File: src/rtl/rs_enc_beat16.sv
// rs_enc_beat16: systematic RS(255,239) encoder over GF(2^8), 15 message beats in, message + 1 parity beat out.
// Latency: data beats forwarded 1 cycle after accept; parity beat 2 cycles after the 15th accept.
// Backpressure: ready drops for the single parity cycle per frame; output side never stalls. Option: RS_ENC_ERR_INJECT_EN.
module rs_enc_beat16 (
    input  logic         clk,
    input  logic         rst_n,
`ifdef RS_ENC_ERR_INJECT_EN
    input  logic         err_inject,
`endif
    input  logic [127:0] data_in,
    input  logic         valid_in,
    output logic         ready,
    output logic [127:0] data_out,
    output logic         valid_out,
    output logic         sop_out,
    output logic         eop_out
);

    function automatic logic [7:0] gf_mul(input logic [7:0] a, input logic [7:0] b);
        logic [7:0] r;
        logic [7:0] x;
        r = '0;
        x = a;
        for (int i = 0; i < 8; i++) begin
            if (b[i]) r = r ^ x;
            x = {x[6:0], 1'b0} ^ (x[7] ? 8'h1D : 8'h00);
        end
        return r;
    endfunction

    // Expands prod (x + alpha^i), i = 0..15, at elaboration; returns g[15..0] (monic x^16 term dropped).
    function automatic logic [127:0] gen_poly();
        logic [16:0][7:0] c;
        logic [7:0]       root;
        c    = '0;
        c[0] = 8'h01;
        root = 8'h01;
        for (int i = 0; i < 16; i++) begin
            for (int k = 16; k >= 1; k--) begin
                c[5'(k)] = c[5'(k - 1)] ^ gf_mul(c[5'(k)], root);
            end
            c[0] = gf_mul(c[0], root);
            root = gf_mul(root, 8'h02);
        end
        return c[15:0];
    endfunction

    localparam logic [15:0][7:0] GEN = gen_poly();

    typedef enum logic {
        ST_DATA   = 1'b0,
        ST_PARITY = 1'b1
    } state_t;

    state_t           state_q;
    state_t           state_d;
    logic             accept;
    logic [3:0]       cnt_q;
    logic [15:0][7:0] par_q;
    logic [15:0][7:0] par_step;
    logic [127:0]     beat_sym;
    logic [127:0]     par_out;
    logic [7:0]       fb;

    always_comb begin
        state_d = state_q;
        ready   = 1'b0;
        accept  = 1'b0;
        case (state_q)
            ST_DATA: begin
                ready  = 1'b1;
                accept = valid_in;
                if (valid_in && cnt_q == 4'd14) state_d = ST_PARITY;
            end
            ST_PARITY: state_d = ST_DATA;
            default:   state_d = ST_DATA;
        endcase
    end

    always_ff @(posedge clk or negedge rst_n) begin
        if (!rst_n) state_q <= ST_DATA;
        else        state_q <= state_d;
    end

    // Lane 0 of the first beat is the x^255 pad and never carries data.
    always_comb begin
        beat_sym = data_in;
        if (cnt_q == 4'd0) beat_sym[7:0] = 8'h00;
        par_step = par_q;
        fb       = 8'h00;
        for (int l = 0; l < 16; l++) begin
            fb = beat_sym[l*8 +: 8] ^ par_step[0];
            for (int j = 0; j < 15; j++) begin
                par_step[4'(j)] = par_step[4'(j + 1)] ^ gf_mul(fb, GEN[4'(15 - j)]);
            end
            par_step[15] = gf_mul(fb, GEN[0]);
        end
    end

`ifdef RS_ENC_ERR_INJECT_EN
    assign par_out = par_q ^ {7'b0, err_inject, 120'b0};
`else
    assign par_out = par_q;
`endif

    always_ff @(posedge clk or negedge rst_n) begin
        if (!rst_n) begin
            par_q     <= '0;
            cnt_q     <= '0;
            data_out  <= '0;
            valid_out <= 1'b0;
            sop_out   <= 1'b0;
            eop_out   <= 1'b0;
        end else begin
            valid_out <= 1'b0;
            sop_out   <= 1'b0;
            eop_out   <= 1'b0;
            if (accept) begin
                par_q     <= par_step;
                cnt_q     <= cnt_q + 4'd1;
                data_out  <= beat_sym;
                valid_out <= 1'b1;
                sop_out   <= (cnt_q == 4'd0);
            end else if (state_q == ST_PARITY) begin
                data_out  <= par_out;
                valid_out <= 1'b1;
                eop_out   <= 1'b1;
                par_q     <= '0;
                cnt_q     <= '0;
            end
        end
    end

endmodule

File: config.mk
export PLATFORM = sky130hd
export DESIGN_NAME = rs_enc_beat16
export DESIGN_NICKNAME = d
export VERILOG_FILES = /design/src/rtl/rs_enc_beat16.sv
export SDC_FILE = /design/constraint.sdc
export NUM_CORES = 1
export LEC_CHECK = 0
export ABC_AREA = 1
export ABC_CLOCK_PERIOD_IN_PS = 1700
export CAP_MARGIN = 20
export CORE_ASPECT_RATIO = 1.5
export CORE_MARGIN = 2
export CORE_UTILIZATION = 43
export DETAILED_ROUTE_END_ITERATION = 16
export PLACE_DENSITY = 0.88
export SLEW_MARGIN = 5
export SYNTH_ARGS = -nofsm -noshare
export SYNTH_HDL_FRONTEND = slang
export SYNTH_SLANG_ARGS = --single-unit
File: constraint.sdc
create_clock -name clk -period 1.7 [get_ports clk]
set_input_delay 0.34 -clock clk [delete_from_list [all_inputs] [get_ports clk]]
set_output_delay 0.34 -clock clk [all_outputs]
set_load 0.1 [all_outputs]
==> results.json, run 1 <==
{
  "crit_type": "register to primary output",
  "fp.coreArea_um2": 11600,
  "met3_usage": 0.0935,
  "tightest_slew_ps": 292,
  "ant_nets": 0,
  "rsz0062_at_grt": "no",
  "rows": 48,
  "fin_tns_setup_ps": 0,
  "dp_hpwl_um": 12600,
  "drv_slew": 0,
  "die_h_um": 138,
  "first_iter_violations": 252,
  "holdWs_ps": 370,
  "synthDistinctLibCells": 13,
  "h-tree-depth": 4,
  "grt_pass1_wl_um": 26600,
  "grt_busiest_layer": "met2",
  "design.die.area_um2": 12900,
  "final_cell_mix": "nand2_1 (385), buf_12 (138), dfrtp_1 (136)",
  "firstDrtPassIters": 5,
  "period_share": 0.893,
  "vias": 4910,
  "hold_class": "input pin to asynchronous set/reset pin",
  "avgSynthCellArea_um2": 8.88,
  "pwr-share-seq": 0.296,
  "cp-end-kind": "primary output",
  "cts_resized": 0,
  "required_ps": 1360,
  "pin_count": 263,
  "setup_viol": 0,
  "critPathLaunch": "state_q",
  "grt_max_degree": 67,
  "nFillCells": 533,
  "start_util": 0.444,
  "grt-ovfl-total": 0,
  "syn_to_final_growth_pct": 92.7,
  "clkPwrFrac": 0.262,
  "multi_input_area_um2": 1590,
  "skew_ps": 9.84,
  "status": "completed",
  "drc": 0,
  "netSwitchingFraction": 0.422,
  "cts_setup_buffers": 0,
  "via_per_inst": 4.89,
  "fin_nets": 976,
  "reg2reg_from": "state_q",
  "cap_violations": 0,
  "routedWlPerCell_um": 17.5,
  "grt_pass1_vias": 5203,
  "postCtsHoldBufs": 1,
  "grt.total_usage": 0.276,
  "gr-usage-met1": 0.284,
  "synth_sequential_area_ratio": 0.662,
  "cts_buffer_depth": 2,
  "die_width_um": 93.3,
  "crit_path_start_kind": "register",
  "cts_made_buffers": 17,
  "clkTransAtPathRegs_ps": 60,
  "numClockSinks": 136,
  "numPortBuffers": 262,
  "slew-limit-headroom": 0.805,
  "finalCriticalPeriod_ps": 1520,
  "power.density_nw_per_um2": 1460,
  "final_common_cell": "nand2_1",
  "yosysWarnings": 0,
  "total_power_mw": 14.5,
  "place_congestion": 0.794,
  "crit_arrival_ps": 1180,
  "hold_viol": 0,
  "leakagePower_nw": 4.94,
  "p_switching_mw": 6.11,
  "path_max_fanout": 4,
  "cts_tree": "built",
  "cts-root-buf": "clkbuf_16",
  "antenna_found_initial": 2,
  "comb_power_share": 0.442,
  "p_int_mw": 8.36,
  "fmax_mhz": 659,
  "seq_area_um2": 3400,
  "grt_use_met2": 0.502,
  "worst_skew_pair.late_latency_ps": 410,
  "ys_ff_latch": 136,
  "wl_um": 17600,
  "netlist_area_um2": 5140,
  "irDropWorstVdd_mv": 0.872,
  "layout-drive-gt1-share": 0.205,
  "synthCells": 579,
  "syn-num-nets": 713
}
power groups by stage:
stage / clock [mW] / combinational (mW) / sequential, mW
CTS: 3.85 / 6.43 / 4.28
finish: 3.79 / 6.40 / 4.28
detailed placement: 0 / 6.40 / 4.32
floorplan: 0 / 0.658 / 7.21
global route: 3.97 / 6.61 / 4.33
global placement: 0 / 6.30 / 4.28
stage by stage:
step / instances / cell area (um^2) / setup WS [ps] / utilization
2_1_floorplan: 579 / 5140 / 172 / -
3_3_place_gp: 972 / 9290 / 22.5 / 0.802
3_5_place_dp: 972 / 9290 / 4.73 / 0.802
4_1_cts: 1002 / 9910 / 166 / 0.855
5_1_grt: 1004 / 9910 / 137 / 0.855
6_report: 1004 / 9910 / 181 / 0.855
cells in the mapped netlist:
master      n  share of area
nand2_1   385           0.28
inv_2       2         0.0015
ha_1        3         0.0073
o21ai_1     1        0.00097
o21ai_0     1        0.00097
nor2_1      8         0.0058
clkbuf_1    3         0.0022
buf_4       1         0.0015
buf_2      25          0.024
a21oi_1     1        0.00097
nand3_1    10         0.0097
inv_1       3         0.0022
dfrtp_1   136           0.66
per-layer routing:
metal,vias to the layer above,part of all wire
li1,2270,-
met1,2352,0.33
met2,242,0.56
met3,46,0.076
met4,0,0.036
met5,-,0
kinds of logic after synthesis:
group | share of synthesized area
buffers and inverters | 0.0316
AOI/OAI and AO/OA | 0.00292
DFF | 0.662
and+or+nand+nor | 0.297
adders and majority gates | 0.00730
final timing paths:
kind | end | slack, ps | depth (start not counted)
hold / removal | data_out[43] | 370 | 2
setup / recovery | ready | 180 | 2
setup reg to reg | data_out[88] | 270 | 6
hold reg to reg | eop_out | 520 | 0
min in group clk | data_out[52] | 470 | 3
max in group asynchronous | data_out[61] | 780 | 3
worst max-delay path, cell delays in order, from the launching register on:
cell and delay [ps]:
dfrtp_1 440, inv_2 140, buf_12 190
state kept, by name, indices dropped and copies added, names as in the netlist:
signal	flops
cnt_q	4
data_out	128
eop_out	1
sop_out	1
state_q	1
valid_out	1
layout make-up:
type | instances | area share
repair buffers | 273 | 0.414
clock buffers | 17 | 0.0429
multi-input cells | 409 | 0.160
flip-flops and latches | 136 | 0.343
inverters | 5 | 0.00202
clock inverters | 12 | 0.0181
diodes | 2 | 0.000505
well taps | 150 | 0.0189
Power figures use the tool's default switching activity.
==> run 2: changes to the inputs <==
- ABC_CLOCK_PERIOD_IN_PS: 1700 -> 1450
- CORE_UTILIZATION: 43 -> 40
- PLACE_DENSITY: 0.88 -> 0.83
- clock period: 1.7 -> 1.45 ns (I/O delays scaled with it)
==> results.json, run 2 (synthesized netlist as in run 1, its figures left out) <==
{
  "hold_viol": 0,
  "h-tree-depth": 4,
  "irDropWorstVdd_mv": 1.04,
  "status": "completed",
  "n_antenna_cell": 0,
  "cts_made_buffers": 17,
  "total_power_mw": 16.8,
  "cts_tree": "built",
  "fin_nets": 985,
  "crit_arrival_ps": 1070,
  "slew-limit-headroom": 0.745,
  "grt.total_usage": 0.254,
  "drv_slew": 0,
  "worst_skew_pair.late_latency_ps": 410,
  "cap_violations": 0,
  "wl_um": 16800,
  "final_common_cell": "nand2_1",
  "rows": 50,
  "drc": 0,
  "die_width_um": 96.6,
  "clkTransAtPathRegs_ps": 60,
  "dp_slack_ps": -215,
  "fmax_mhz": 736,
  "layout-drive-gt1-share": 0.215,
  "path_max_fanout": 4,
  "via_per_inst": 4.64,
  "crit_path_start_kind": "register",
  "cts-root-buf": "clkbuf_16",
  "hold_class": "input pin to asynchronous set/reset pin",
  "cts_buffer_depth": 2,
  "fp.coreArea_um2": 12500,
  "required_ps": 1160,
  "layout.cells.non_filler": 1020,
  "period_share": 0.937,
  "start_util": 0.411,
  "first_iter_violations": 235,
  "largest-register": "data_out",
  "ant_nets": 0,
  "reg_top3": "data_out x128, cnt_q x4",
  "numPortBuffers": 262,
  "cp-end-kind": "primary output",
  "grt_max_degree": 59,
  "antenna_found_initial": 0,
  "grt_pass1_wl_um": 26200,
  "place_congestion": 0.794,
  "routedWlPerCell_um": 16.5,
  "pin_count": 263,
  "power.density_nw_per_um2": 1680,
  "grt_pass1_vias": 5054,
  "leakagePower_nw": 5.00,
  "finalCriticalPeriod_ps": 1360,
  "firstDrtPassIters": 6,
  "dp.cells": 987,
  "skew_ps": 8.27,
  "tightest_slew_ps": 382,
  "dp_hpwl_um": 12400,
  "crit_type": "register to primary output",
  "grt-ovfl-total": 0,
  "setup_viol": 0,
  "syn_to_final_growth_pct": 94.5,
  "vias": 4735,
  "design.die.area_um2": 13800,
  "die_h_um": 143,
  "largest_reg_flops": 128,
  "rsz0062_at_grt": "no",
  "numClockSinks": 136,
  "final_cell_mix": "nand2_1 (385), buf_12 (141), dfrtp_1 (136)",
  "postLayoutSetupSlackWorst_ps": 90.7
}
run 2: changes by cell type in the layout (fill, tap and decap cells not counted), sizes merged:
cell and change:
inv +3, clkbuf +2, diode -2, bufinv -2, buf +9
run 2: path summary, 6_finish.rpt:
check | cells past startpoint | slack, ps | to | from
setup / recovery | 2 | 90 | ready | state_q
hold / removal | 2 | 360 | data_out[75] | rst_n
setup reg to reg | 6 | 110 | data_out[18] | state_q
hold reg to reg | 2 | 540 | data_out[95] | data_out[95]
max in group asynchronous | 3 | 550 | data_out[30] | rst_n
min in group clk | 3 | 410 | data_out[127] | data_in[127]
run 2: cell type report:
type,instances,area (um^2)
clock buffer,19,443
multi-input combinational,409,1590
fill,699,2510
tap,156,195
inverter,5,22.5
timing repair buffer,282,4210
clock inverter,13,145
sequential,136,3400
run 2: critical path, stage by stage, from the launching register on:
cell,delay [ps]
dfrtp_1,400
inv_4,90
buf_12,170
run 2: what timing repair did:
action,in CTS,in global routing
setup buffers,0,0
hold endpoints to repair,30,0
hold buffers,1,0
gates resized for setup,0,0
run 2: per-layer routing:
layer | track usage | wire [um] | up-vias
li1 | - | - | 2292
met1 | 0.274 | 5890 | 2219
met2 | 0.451 | 9230 | 185
met3 | 0.0697 | 1070 | 39
met4 | 0.118 | 626 | 0
met5 | 0 | 0 | -
run 2: through the flow:
stage	utilization	hold WS, ps	instance area, um^2	TNS, ps
2_1_floorplan	-	-5.59	5150	0
3_3_place_gp	0.752	226	9410	-13350
3_5_place_dp	0.752	231	9410	-17730
4_1_cts	0.800	361	10000	0
5_1_grt	0.800	396	10000	0
6_report	0.800	357	10000	0
run 2: power by group:
part	internal (mW)	switching (mW)	total (mW)
combinational	2.64	4.90	7.54
sequential	4.36	0.641	5.00
clock	2.60	1.68	4.27
total	9.60	7.22	16.8
